[src/rtl/key_debouncer.sv]
// key_debouncer: per-key two-flop synchronizer plus stability-window debouncer.
// Converts asynchronous, bouncing, active-low pushbutton levels into clean
// registered active-low levels, and emits one-cycle press/release pulses that
// line up with the first cycle in which the new debounced level is visible.
module key_debouncer #(
    parameter int NUM_KEYS        = 4,
    parameter int DEBOUNCE_CYCLES = 1000000,
    parameter int CNT_W           = 20
) (
    input  logic                clk,
    input  logic                reset,
    input  logic [NUM_KEYS-1:0] key_raw_n,
    output logic [NUM_KEYS-1:0] key_db_n,
    output logic [NUM_KEYS-1:0] press_pulse,
    output logic [NUM_KEYS-1:0] release_pulse
);

    // Counter value on which a new level has held for the full window.
    localparam logic [CNT_W-1:0] CNT_LAST = CNT_W'(DEBOUNCE_CYCLES - 1);

    typedef enum logic {
        ST_STABLE   = 1'b0,
        ST_CHANGING = 1'b1
    } state_t;

    // Synchronizer chain; only r_sync2 is observed by the debouncers.
    logic [NUM_KEYS-1:0] r_sync1;
    logic [NUM_KEYS-1:0] r_sync2;

    // Per-channel debounce state.
    state_t              r_state     [NUM_KEYS];
    state_t              w_state_nxt [NUM_KEYS];
    logic [CNT_W-1:0]    r_cnt       [NUM_KEYS];
    logic [CNT_W-1:0]    w_cnt_nxt   [NUM_KEYS];

    // Registered outputs and their next values.
    logic [NUM_KEYS-1:0] r_db_n;
    logic [NUM_KEYS-1:0] r_press;
    logic [NUM_KEYS-1:0] r_release;
    logic [NUM_KEYS-1:0] w_db_nxt;
    logic [NUM_KEYS-1:0] w_press_nxt;
    logic [NUM_KEYS-1:0] w_release_nxt;

    // Two-flop synchronizer; resets to the released level so that no
    // spurious change is seen right after reset.
    always_ff @(posedge clk) begin
        if (reset) begin
            r_sync1 <= '1;
            r_sync2 <= '1;
        end else begin
            r_sync1 <= key_raw_n;
            r_sync2 <= r_sync1;
        end
    end

    // Per-channel state and counter registers.
    always_ff @(posedge clk) begin
        for (int i = 0; i < NUM_KEYS; i++) begin
            if (reset) begin
                r_state[i] <= ST_STABLE;
                r_cnt[i]   <= '0;
            end else begin
                r_state[i] <= w_state_nxt[i];
                r_cnt[i]   <= w_cnt_nxt[i];
            end
        end
    end

    // Next-state logic: a differing level must hold for DEBOUNCE_CYCLES
    // consecutive cycles in CHANGING; any bounce back restarts the window.
    // The counter is held at zero outside CHANGING and never wraps.
    always_comb begin
        w_db_nxt      = r_db_n;
        w_press_nxt   = '0;
        w_release_nxt = '0;
        for (int i = 0; i < NUM_KEYS; i++) begin
            w_state_nxt[i] = r_state[i];
            w_cnt_nxt[i]   = '0;
            case (r_state[i])
                ST_STABLE: begin
                    if (r_sync2[i] != r_db_n[i]) begin
                        w_state_nxt[i] = ST_CHANGING;
                    end
                end
                ST_CHANGING: begin
                    if (r_sync2[i] == r_db_n[i]) begin
                        // Bounced back before the window elapsed.
                        w_state_nxt[i] = ST_STABLE;
                    end else if (r_cnt[i] == CNT_LAST) begin
                        // New level accepted; pulse direction follows it.
                        w_db_nxt[i]      = r_sync2[i];
                        w_press_nxt[i]   = ~r_sync2[i];
                        w_release_nxt[i] = r_sync2[i];
                        w_state_nxt[i]   = ST_STABLE;
                    end else begin
                        w_cnt_nxt[i] = r_cnt[i] + 1'b1;
                    end
                end
                default: begin
                    w_state_nxt[i] = ST_STABLE;
                end
            endcase
        end
    end

    // Output registers; pulses self-clear because their next value
    // defaults to zero every cycle.
    always_ff @(posedge clk) begin
        if (reset) begin
            r_db_n    <= '1;
            r_press   <= '0;
            r_release <= '0;
        end else begin
            r_db_n    <= w_db_nxt;
            r_press   <= w_press_nxt;
            r_release <= w_release_nxt;
        end
    end

    assign key_db_n      = r_db_n;
    assign press_pulse   = r_press;
    assign release_pulse = r_release;

endmodule

[config.mk]
export PLATFORM = sky130hd
export DESIGN_NAME = key_debouncer
export DESIGN_NICKNAME = d
export VERILOG_FILES = /design/src/rtl/key_debouncer.sv
export SDC_FILE = /design/constraint.sdc
export NUM_CORES = 1
export LEC_CHECK = 0
export BUFFER_PORTS_ARGS = -buffer_cell sky130_fd_sc_hd__buf_2
export CAP_MARGIN = 20
export CORE_MARGIN = 3
export CORE_UTILIZATION = 45
export DETAILED_ROUTE_END_ITERATION = 16
export GPL_TIMING_DRIVEN = 0
export PLACE_DENSITY = 0.67
export SKIP_LAST_GASP = 1
export SYNTH_ARGS = -nofsm -noshare
export SYNTH_HDL_FRONTEND = slang
export SYNTH_SLANG_ARGS = --single-unit
[constraint.sdc]
create_clock -name clk -period 2.6 [get_ports clk]
set_input_delay 0.39 -clock clk [delete_from_list [all_inputs] [get_ports clk]]
set_output_delay 0.39 -clock clk [all_outputs]
set_load 0.01 [all_outputs]
==> flow_metrics.tcl, run 1 <==
set metrics [dict create \
    cp_num_cells 6 \
    max_freq_mhz 441 \
    cts_setup_buffers 0 \
    reg2regPathDepth 6 \
    clock-skew-final_ps 6.44 \
    placed_area_um2 4620 \
    cp.arrival_ps 2530 \
    hpwl_um 5820 \
    path_class "flop to flop" \
    post-route-min-period_ps 2270 \
    drc_errors 0 \
    ir_worst_vdd_mv 0.262 \
    met1_usage_pct 18.4 \
    synth_warnings 0 \
    clk_pin_slew_worst_paths_ps 90 \
    syn_area_per_cell_um2 8.89 \
    start_kind "flop" \
    max-clock-path-buffers 2 \
    leakage_uw 0.00142 \
    io_pins 18 \
    grt_max_degree 17 \
    ys_ff_latch 104 \
    maxCapViolCount 0 \
    cts_tree "yes" \
    fin_area_um2 4810 \
    critPathMaxStageDelay_ps 680 \
    mappedNetlistNets 502 \
    hold_path_class "input port to flop" \
    postCtsResizedCells 0 \
    fp.dieArea_um2 10900 \
    required_ps 2860 \
    relSlewSlack_pct 58.7 \
    min_path_cells 2 \
    drive_gt1_share_pct 9.90 \
    core-area_um2 9330 \
    synth.distinct_cells 40 \
    power_uw 2600 \
    outcome "complete, no violations" \
    initial_utilization_pct 46.9 \
    maxSlewViolCount 0 \
    avgViaCountPerCell 5.22 \
    grt_usage_pct 15.4 \
    nFillCells 885 \
    antenna_found_initial 0 \
    synthToLayoutAreaGrowth_pct 10.0 \
    h-tree-depth 3 \
    setup_viol 0 \
    crit_path_end_kind "flop" \
    io_buffers 17 \
    ys_seq_area_share_pct 47.6 \
    die_w_um 105 \
    postRouteAntennaNets 0 \
    ctsHoldBuffers 0 \
    wire_per_inst_um 12.4 \
    nets 530 \
    grt_use_met2_pct 26.6 \
    clockRootBuffer "clkbuf_8" \
    rsz0062_at_grt "no" \
    final.period_utilization_pct 87.1 \
    firstDrtPassIters 4 \
    fp-row-count 35 \
    crit_top_cell "buf_2" \
    cp_cell_sequence "or4b_2 -> nor4_1 -> a21o_1 -> buf_2 -> buf_2 -> nor2_1" \
    vias 3417 \
    cpMaxStageDelayCell "or4b_2" \
    grt-ovfl-total 0 \
    routed_wl_um 8080 \
    clk_latency_ps 360 \
    diodes 0 \
    path_max_fanout 10 \
    grt_pass1_wl_um 14100 \
    tns_ps 0 \
    grt_busiest_layer "met2" \
    grt.met3_usage_pct 4.69 \
    cts_buffers 9 \
    drt-initial-drc-count 99 \
    critPathBufInv 2 \
    die-height_um 105 \
    synthCells 492 \
    place.gp.congestion 0.871 \
    final_hold_viol_count 0 \
    power_density_nw_per_um2 540 \
    grt_pass1_vias 3282 \
    cpLargestDelayFamily "simple AND/OR/NAND/NOR gates" \
    worst_slew_pin_slew_ps 613 \
    cts.sinks 104 \
    syn-cell-area_um2 4370 \
]
==> cell usage after synthesis, drive strengths merged <==
library cell	n	area share, %
a41o	1	0.23
and3	8	1.1
nor4b	5	1.0
inv	23	2.0
nor3	12	1.4
or4b	4	0.92
buf	3	0.40
a21oi	23	2.6
a41oi	2	0.40
or3	16	2.3
o21ai	19	2.4
a21o	2	0.34
and4b	2	0.46
xor2	16	3.2
xnor2	38	7.6
dfxtp	104	48
nand2	24	2.1
nor4bb	1	0.23
and2	2	0.29
nor4	15	2.1
and3b	1	0.20
o31ai	5	0.86
or3b	2	0.40
and4	6	1.2
ha	4	1.1
or2	9	1.3
a311o	1	0.23
clkbuf	12	1.0
nand4bb	1	0.26
a31o	1	0.20
nand3	29	3.3
or4	10	1.8
nor2	70	6.0
nand4	18	2.6
o31a	1	0.20
a2111o	2	0.52
==> where the power goes <==
| part | switching [µW] | internal [µW] |
|---|---|---|
| Sequential | 4.92 | 1600 |
| Clock | 541 | 428 |
| Combinational | 13.4 | 11.2 |
==> registers in the layout, indices dropped and copies added (netlist names) <==
name	flops
key_db_n	4
press_pulse	4
r_cnt	80
r_state	4
r_sync1	4
r_sync2	4
release_pulse	4
==> area by class of cell <==
class | count | area, µm² | area share (%)
plain buffers | 15 | 62.6 | 1.30
repair buffers | 17 | 85.1 | 1.77
clock inverters | 4 | 26.3 | 0.546
flip-flops and latches | 104 | 2080 | 43.3
clock buffers | 12 | 165 | 3.43
inverters | 23 | 86.3 | 1.80
multi-input cells | 350 | 2140 | 44.5
well taps | 129 | 161 | 3.36
==> path summary, 6_finish.rpt <==
path / start / end / slack [ps]
max reg2reg: r_cnt[3][10] / r_cnt[3][11] / 330
min: key_raw_n[2] / r_sync1[2] / 230
min reg2reg: r_sync1[0] / r_sync2[0] / 420
max: r_cnt[3][10] / r_cnt[3][11] / 330
==> per-stage QoR <==
step / hold slack, ps / instances / setup slack [ps] / utilization [%]
6_report: 226 / 654 / 335 / 51.6
5_1_grt: 207 / 654 / 85.8 / 51.6
4_1_cts: 209 / 654 / 288 / 51.6
3_5_place_dp: 399 / 638 / 308 / 49.5
3_3_place_gp: 391 / 638 / 379 / 49.5
2_1_floorplan: 389 / 492 / 525 / -
==> placed cells by master (no fill, tap or decap), types with 2 or more instances in the layout <==
| master | count |
|---|---|
| a2111o_1 | 2 |
| a21o_1 | 2 |
| a21oi_1 | 23 |
| a41oi_1 | 2 |
| and2_1 | 2 |
| and3_1 | 8 |
| and4_1 | 6 |
| and4b_1 | 2 |
| buf_2 | 19 |
| clkbuf_1 | 12 |
| clkbuf_8 | 12 |
| clkinv_2 | 2 |
| dfxtp_1 | 104 |
| ha_1 | 4 |
| inv_1 | 23 |
| nand2_1 | 24 |
| nand3_1 | 29 |
| nand4_1 | 18 |
| nor2_1 | 70 |
| nor3_1 | 12 |
| nor4_1 | 15 |
| nor4b_1 | 5 |
| o21ai_0 | 18 |
| o31ai_1 | 5 |
| or2_2 | 9 |
| or3_1 | 16 |
| or3b_2 | 2 |
| or4_1 | 9 |
| or4b_1 | 2 |
| or4b_2 | 2 |
| xnor2_1 | 38 |
| xor2_1 | 16 |
==> metal layers <==
| layer | part of all wire [%] | routed length (µm) | up-vias |
|---|---|---|---|
| li1 | - | - | 1785 |
| met1 | 48 | 3850 | 1590 |
| met2 | 48 | 3860 | 30 |
| met3 | 3.0 | 245 | 12 |
| met4 | 1.5 | 121 | 0 |
| met5 | 0 | 0 | - |
==> cell families (layout without fill, tap and decap cells) <==
logic type / after synthesis / after routing / share of synthesized area (%)
compound gates: 57 / 57 / 8.04
xor+xnor: 54 / 54 / 10.8
fa+ha+maj: 4 / 4 / 1.14
buf+inv: 38 / 71 / 3.41
flops: 104 / 104 / 47.6
simple gates: 235 / 235 / 29.0
No activity file was read; power rests on OpenSTA's default activity.
==> run 2, diff against run 1 <==
--- a/config.mk
+++ b/config.mk
@@ -5,6 +5,7 @@
 export SDC_FILE = /design/constraint.sdc
 export NUM_CORES = 1
 export LEC_CHECK = 0
+export ABC_AREA = 1
 export BUFFER_PORTS_ARGS = -buffer_cell sky130_fd_sc_hd__buf_2
 export CAP_MARGIN = 20
 export CORE_MARGIN = 3
==> run 2 against run 1 <==
  * Sequential cell count is the same
  * Largest power group unchanged
  * Utilization rose by 0.44 points
  * Total power up 7.5%
  * Fmax is 32% higher
  * Sequential share of layout area fell by 5.5 points
  * Critical endpoint is now r_cnt[3][16]
  * Largest cell class unchanged
  * Clock power is 20% higher
  * Routed wire length is 27% higher
==> flow_metrics.tcl, run 2 <==
set metrics [dict create \
    grt-ovfl-total 0 \
    wire_per_inst_um 11.3 \
    mappedNetlistNets 748 \
    vias 4390 \
    setup_slack_ps 881 \
    diodes 0 \
    hp-start "key_raw_n[2]" \
    async_reset_ff_share_pct 0 \
    r2r_start "r_cnt[3][0]" \
    path_max_fanout 10 \
    tns_ps 0 \
    maxCapViolCount 0 \
    final.period_utilization_pct 66.1 \
    outcome "complete, no violations" \
    synth_warnings 0 \
    drc_errors 0 \
    critPathMaxStageDelay_ps 400 \
    setup_viol 0 \
    yosysTopAreaCell "dfxtp_1" \
    syn-cell-area_um2 5030 \
    io_buffers 17 \
    cp_cell_sequence "ha_1 -> nand2_1 -> nor2_2 -> nand3_1 -> nand2_4 -> buf_6 -> nor2_1" \
    pre_cts_slack_ps 896 \
    synthTopCellsByArea "dfxtp_1 (41%), nand2_1 (14%), nor2_1 (13%)" \
    cts_buffers 9 \
    synthToLayoutAreaGrowth_pct 9.49 \
    io_pins 18 \
    synth_top_area_share_pct 41.4 \
    leakage_uw 0.00180 \
    reg2regPathDepth 7 \
    ir_worst_vdd_mv 0.315 \
    syn_area_per_cell_um2 6.82 \
    largest_reg_flops 80 \
    fp.dieArea_um2 12500 \
    grt_pass1_wl_um 17900 \
    die_w_um 112 \
    post-route-min-period_ps 1720 \
    min_path_cells 2 \
    antenna_found_initial 0 \
    max-clock-path-buffers 2 \
    layout.cells.most_common "nand2_1" \
    drive_gt1_share_pct 8.84 \
    setup.worst_path.start "r_cnt[3][0]" \
    fp-row-count 37 \
    hpwl_um 7720 \
    cpLargestDelayFamily "simple AND/OR/NAND/NOR gates" \
    nFillCells 1049 \
    synth_edf_count 0 \
    clk_pin_slew_worst_paths_ps 90 \
    synth.distinct_cells 30 \
    ctsHoldBuffers 0 \
    ys_ff_latch 104 \
    cpMaxStageDelayCell "dfxtp_1" \
    avgViaCountPerCell 4.85 \
    dominantRegCellSynth "dfxtp_1" \
    worst_slew_pin_slew_ps 374 \
    postRouteAntennaNets 0 \
    cp.arrival_ps 1990 \
    yosysMostFrequentCell "nand2_1" \
    nets 776 \
    grt_max_degree 16 \
    max_freq_mhz 582 \
    synthCells 738 \
    grt_usage_pct 16.9 \
    initial_utilization_pct 47.5 \
    maxSlewViolCount 0 \
    place.gp.congestion 0.877 \
    critPathBufInv 1 \
    postCtsResizedCells 0 \
    synth_common_cells "nand2_1 (188), nor2_1 (169), dfxtp_1 (104)" \
    clockRootBuffer "clkbuf_8" \
    grt_pass1_vias 4050 \
    start_kind "flop" \
    rsz0062_at_grt "no" \
    clock-skew-final_ps 5.93 \
    core-area_um2 10600 \
    final_hold_viol_count 0 \
    top_register "r_cnt" \
    die-height_um 112 \
    firstDrtPassIters 5 \
    drt-initial-drc-count 218 \
    ys_seq_area_share_pct 41.4 \
    power_density_nw_per_um2 507 \
    crit_path_end_kind "flop" \
    cts.sinks 104 \
    final_cell_mix "nand2_1 (188), nor2_1 (169), dfxtp_1 (104)" \
    required_ps 2870 \
    h-tree-depth 3 \
    routed_wl_um 10200 \
    clk_latency_ps 360 \
    cp_num_cells 7 \
    cts_tree "yes" \
    cts_setup_buffers 0 \
    relSlewSlack_pct 74.8 \
    hold_path_class "input port to flop" \
    path_class "flop to flop" \
]
[run 2: path summary, 6_finish.rpt]
kind | end | slack [ps]
setup / recovery | r_cnt[3][16] | 880
hold / removal | r_sync1[2] | 200
setup reg to reg | r_cnt[3][16] | 880
hold reg to reg | r_sync2[0] | 430
[run 2: metrics by stage]
stage / instance area, µm² / util (%) / power, µW / std cells / hold slack, ps
after global placement: 5290 / 49.9 / 1670 / 891 / 400
final: 5510 / 52.0 / 2790 / 905 / 202
after floorplan: 5030 / - / 1660 / 738 / 389
after global routing: 5510 / 52.0 / 2900 / 905 / 185
after CTS: 5510 / 52.0 / 2830 / 905 / 187
after detailed placement: 5290 / 49.9 / 1670 / 891 / 408
[run 2: layer usage]
metal | routed length [µm] | share of wire [%] | vias to the layer above | track usage, %
li1 | - | - | 2347 | -
met1 | 4940 | 48 | 1961 | 22.3
met2 | 4760 | 47 | 68 | 27.9
met3 | 381 | 3.7 | 14 | 3.64
met4 | 136 | 1.3 | 0 | 4.62
met5 | 0 | 0 | - | 0
[run 2: area by class of cell]
type / count / area (µm²) / area share [%]
Clock inverter: 4 / 95.1 / 1.72
Multi-Input combinational cell: 554 / 2620 / 47.5
Clock buffer: 10 / 128 / 2.32
Tap cell: 136 / 170 / 3.09
Timing Repair Buffer: 17 / 85.1 / 1.54
Inverter: 74 / 279 / 5.06
Buffer: 6 / 57.6 / 1.04
Sequential cell: 104 / 2080 / 37.8
[run 2: worst register-to-register path: cells and delay by family (launching register included)]
family,cells,cell delay (ps)
flip-flops,1,400
adder cells (fa/ha/maj),1,250
AND/OR/NAND/NOR,5,810
buffers and inverters,1,170
[run 2: power breakdown]
| part | internal (µW) | switching [µW] |
|---|---|---|
| Combinational | 11.3 | 13.3 |
| Sequential | 1600 | 4.98 |
| Clock | 628 | 535 |
[run 2: cells by family (layout without fill, tap and decap cells)]
family / count (synthesis) / after routing / share of synthesized area, %
simple gates: 473 / 473 / 40.1
compound gates: 37 / 37 / 3.95
buf+inv: 80 / 111 / 6.68
flops: 104 / 104 / 41.4
fa+ha+maj: 4 / 4 / 0.994
xor+xnor: 40 / 40 / 6.96
==> run 3, diff against run 2 <==
--- a/config.mk
+++ b/config.mk
@@ -5,7 +5,7 @@
 export SDC_FILE = /design/constraint.sdc
 export NUM_CORES = 1
 export LEC_CHECK = 0
-export ABC_AREA = 1
+export ABC_AREA = 0
 export BUFFER_PORTS_ARGS = -buffer_cell sky130_fd_sc_hd__buf_2
 export CAP_MARGIN = 20
 export CORE_MARGIN = 3
==> constraint.sdc (replaced) <==
create_clock -name clk -period 1.7 [get_ports clk]
set_input_delay 0.255 -clock clk [delete_from_list [all_inputs] [get_ports clk]]
set_output_delay 0.255 -clock clk [all_outputs]
set_load 0.01 [all_outputs]
==> run 3 against run 2 <==
  * The run now ends with setup timing left
  * Sequential cell count did not move
  * Die area decreased by 12%
  * Critical path depth decreased by 3
  * Via count is 17% lower
  * Clock power grew 40%
  * Routed wire length down 10%
  * Utilization rose by 7.9 points
  * Clock skew is 7.5 ps higher
  * Non-clock buffer count increased by 44
  * Worst setup slack lost 1200 ps
==> flow_metrics.tcl, run 3 (synthesis gave the netlist of run 1 again) <==
set metrics [dict create \
    critPathBufInv 0 \
    regArea_um2 2160 \
    pre_cts_slack_ps -437 \
    core-area_um2 9330 \
    wire_per_inst_um 13.3 \
    final_cell_mix "dfxtp_1 (64), nor2_1 (47), xnor2_1 (38)" \
    setup_viol 44 \
    nFillCells 774 \
    start_kind "flop" \
    nets 565 \
    fp-row-count 35 \
    relSlewSlack_pct 62.0 \
    synthToLayoutAreaGrowth_pct 27.8 \
    grt_max_degree 20 \
    cts.sinks 104 \
    antenna_found_initial 0 \
    post-route-min-period_ps 2060 \
    io_buffers 17 \
    hpwl_um 5800 \
    avgViaCountPerCell 5.29 \
    path_class "flop to flop" \
    power_density_nw_per_um2 733 \
    clk_latency_ps 360 \
    cts_tree "yes" \
    worst_slew_pin_slew_ps 565 \
    cp.arrival_ps 2320 \
    cp_cell_sequence "or4b_4 -> or4_4 -> o31a_1 -> a311o_1" \
    place.gp.congestion 0.803 \
    path_max_fanout 3 \
    die_w_um 105 \
    routed_wl_um 9160 \
    drc_errors 0 \
    utilization_pct 59.9 \
    leakage_uw 0.00174 \
    hold_path_class "input port to flop" \
    drive_gt1_share_pct 34.8 \
    grt_pass1_vias 3467 \
    io_pins 18 \
    h-tree-depth 3 \
    grt-ovfl-total 0 \
    maxSlewViolCount 0 \
    firstDrtPassIters 4 \
    outcome "finished, violations left" \
    whs_ps 78.2 \
    crit_path_end_kind "flop" \
    fp.dieArea_um2 10900 \
    ir_worst_vdd_mv 0.478 \
    vias 3647 \
    grt_pass1_wl_um 15700 \
    largest_reg_flops 80 \
    final_hold_viol_count 0 \
    clk_pin_slew_worst_paths_ps 110 \
    final.period_utilization_pct 121 \
    cpLargestDelayFamily "simple AND/OR/NAND/NOR gates" \
    initial_utilization_pct 46.9 \
    maxCapViolCount 0 \
    postRouteAntennaNets 0 \
    clockRootBuffer "clkbuf_8" \
    max_freq_mhz 485 \
    max-clock-path-buffers 2 \
    die-height_um 105 \
    multi_input_area_um2 2450 \
    top_register "r_cnt" \
    grt_usage_pct 17.0 \
    diodes 0 \
    setup_slack_ps -364 \
    rsz0062_at_grt "yes" \
    critPathMaxStageDelay_ps 560 \
    clock-skew-final_ps 13.5 \
    drt-initial-drc-count 140 \
    layout.cells.most_common "dfxtp_1" \
    cts_buffers 9 \
    required_ps 1960 \
    violations "setup timing" \
    cpMaxStageDelayCell "or4_4" \
]
run 3: repair_timing:
| action | 4_1_cts | 5_1_grt |
|---|---|---|
| pin swaps | 23 | 13 |
| gates resized for setup | 69 | 68 |
| hold buffers | 0 | 0 |
| setup endpoints to repair | 87 | 87 |
| gates cloned | 2 | 1 |
| setup buffers | 31 | 5 |
run 3: final timing paths:
path	from	end	slack (ps)	depth (start not counted)
min reg2reg	r_sync1[1]	r_sync2[1]	420	1
min	key_raw_n[2]	r_sync1[2]	80	2
max	r_cnt[0][7]	key_db_n[0]	-360	4
max reg2reg	r_cnt[0][7]	key_db_n[0]	-360	4
run 3: worst reg2reg max path, delay by kind of cell (launching register included):
family             cells  cell delay (ps)
DFF                    1              340
and+or+nand+nor        2             1090
AOI/OAI and AO/OA      2              540
run 3: metrics by stage:
stage | power, µW | cell area, µm² | std cells | TNS [ps]
2_1_floorplan | 2530 | 4480 | 492 | -3210
3_3_place_gp | 2550 | 4720 | 638 | -17860
3_5_place_dp | 2550 | 4720 | 638 | -21070
4_1_cts | 4140 | 5400 | 685 | -8470
5_1_grt | 4230 | 5590 | 689 | -9640
6_report | 4100 | 5590 | 689 | -7220
run 3: where the power goes:
group,total [µW],internal (µW),switching (µW)
registers,2440,2430,8.28
logic,42.3,19.5,22.9
clock network,1620,714,904
run 3: final cells by class:
class                   instances  area share, %
repair buffers                 56           7.37
inverters                      23           1.55
clock buffers                   9           2.22
flip-flops and latches        104           38.7
multi-input cells             350           43.9
clock inverters                 7           1.66
plain buffers                  11           1.79
well taps                     129           2.89
run 3: metal layers:
metal	vias to the layer above	global-route usage (%)	part of all wire [%]	routed length [µm]
met3	13	2.66	2.5	232
li1	1865	-	-	-
met5	-	0	0	0
met1	1723	22.4	47	4310
met2	46	28.4	49	4500
met4	0	5.79	1.3	117
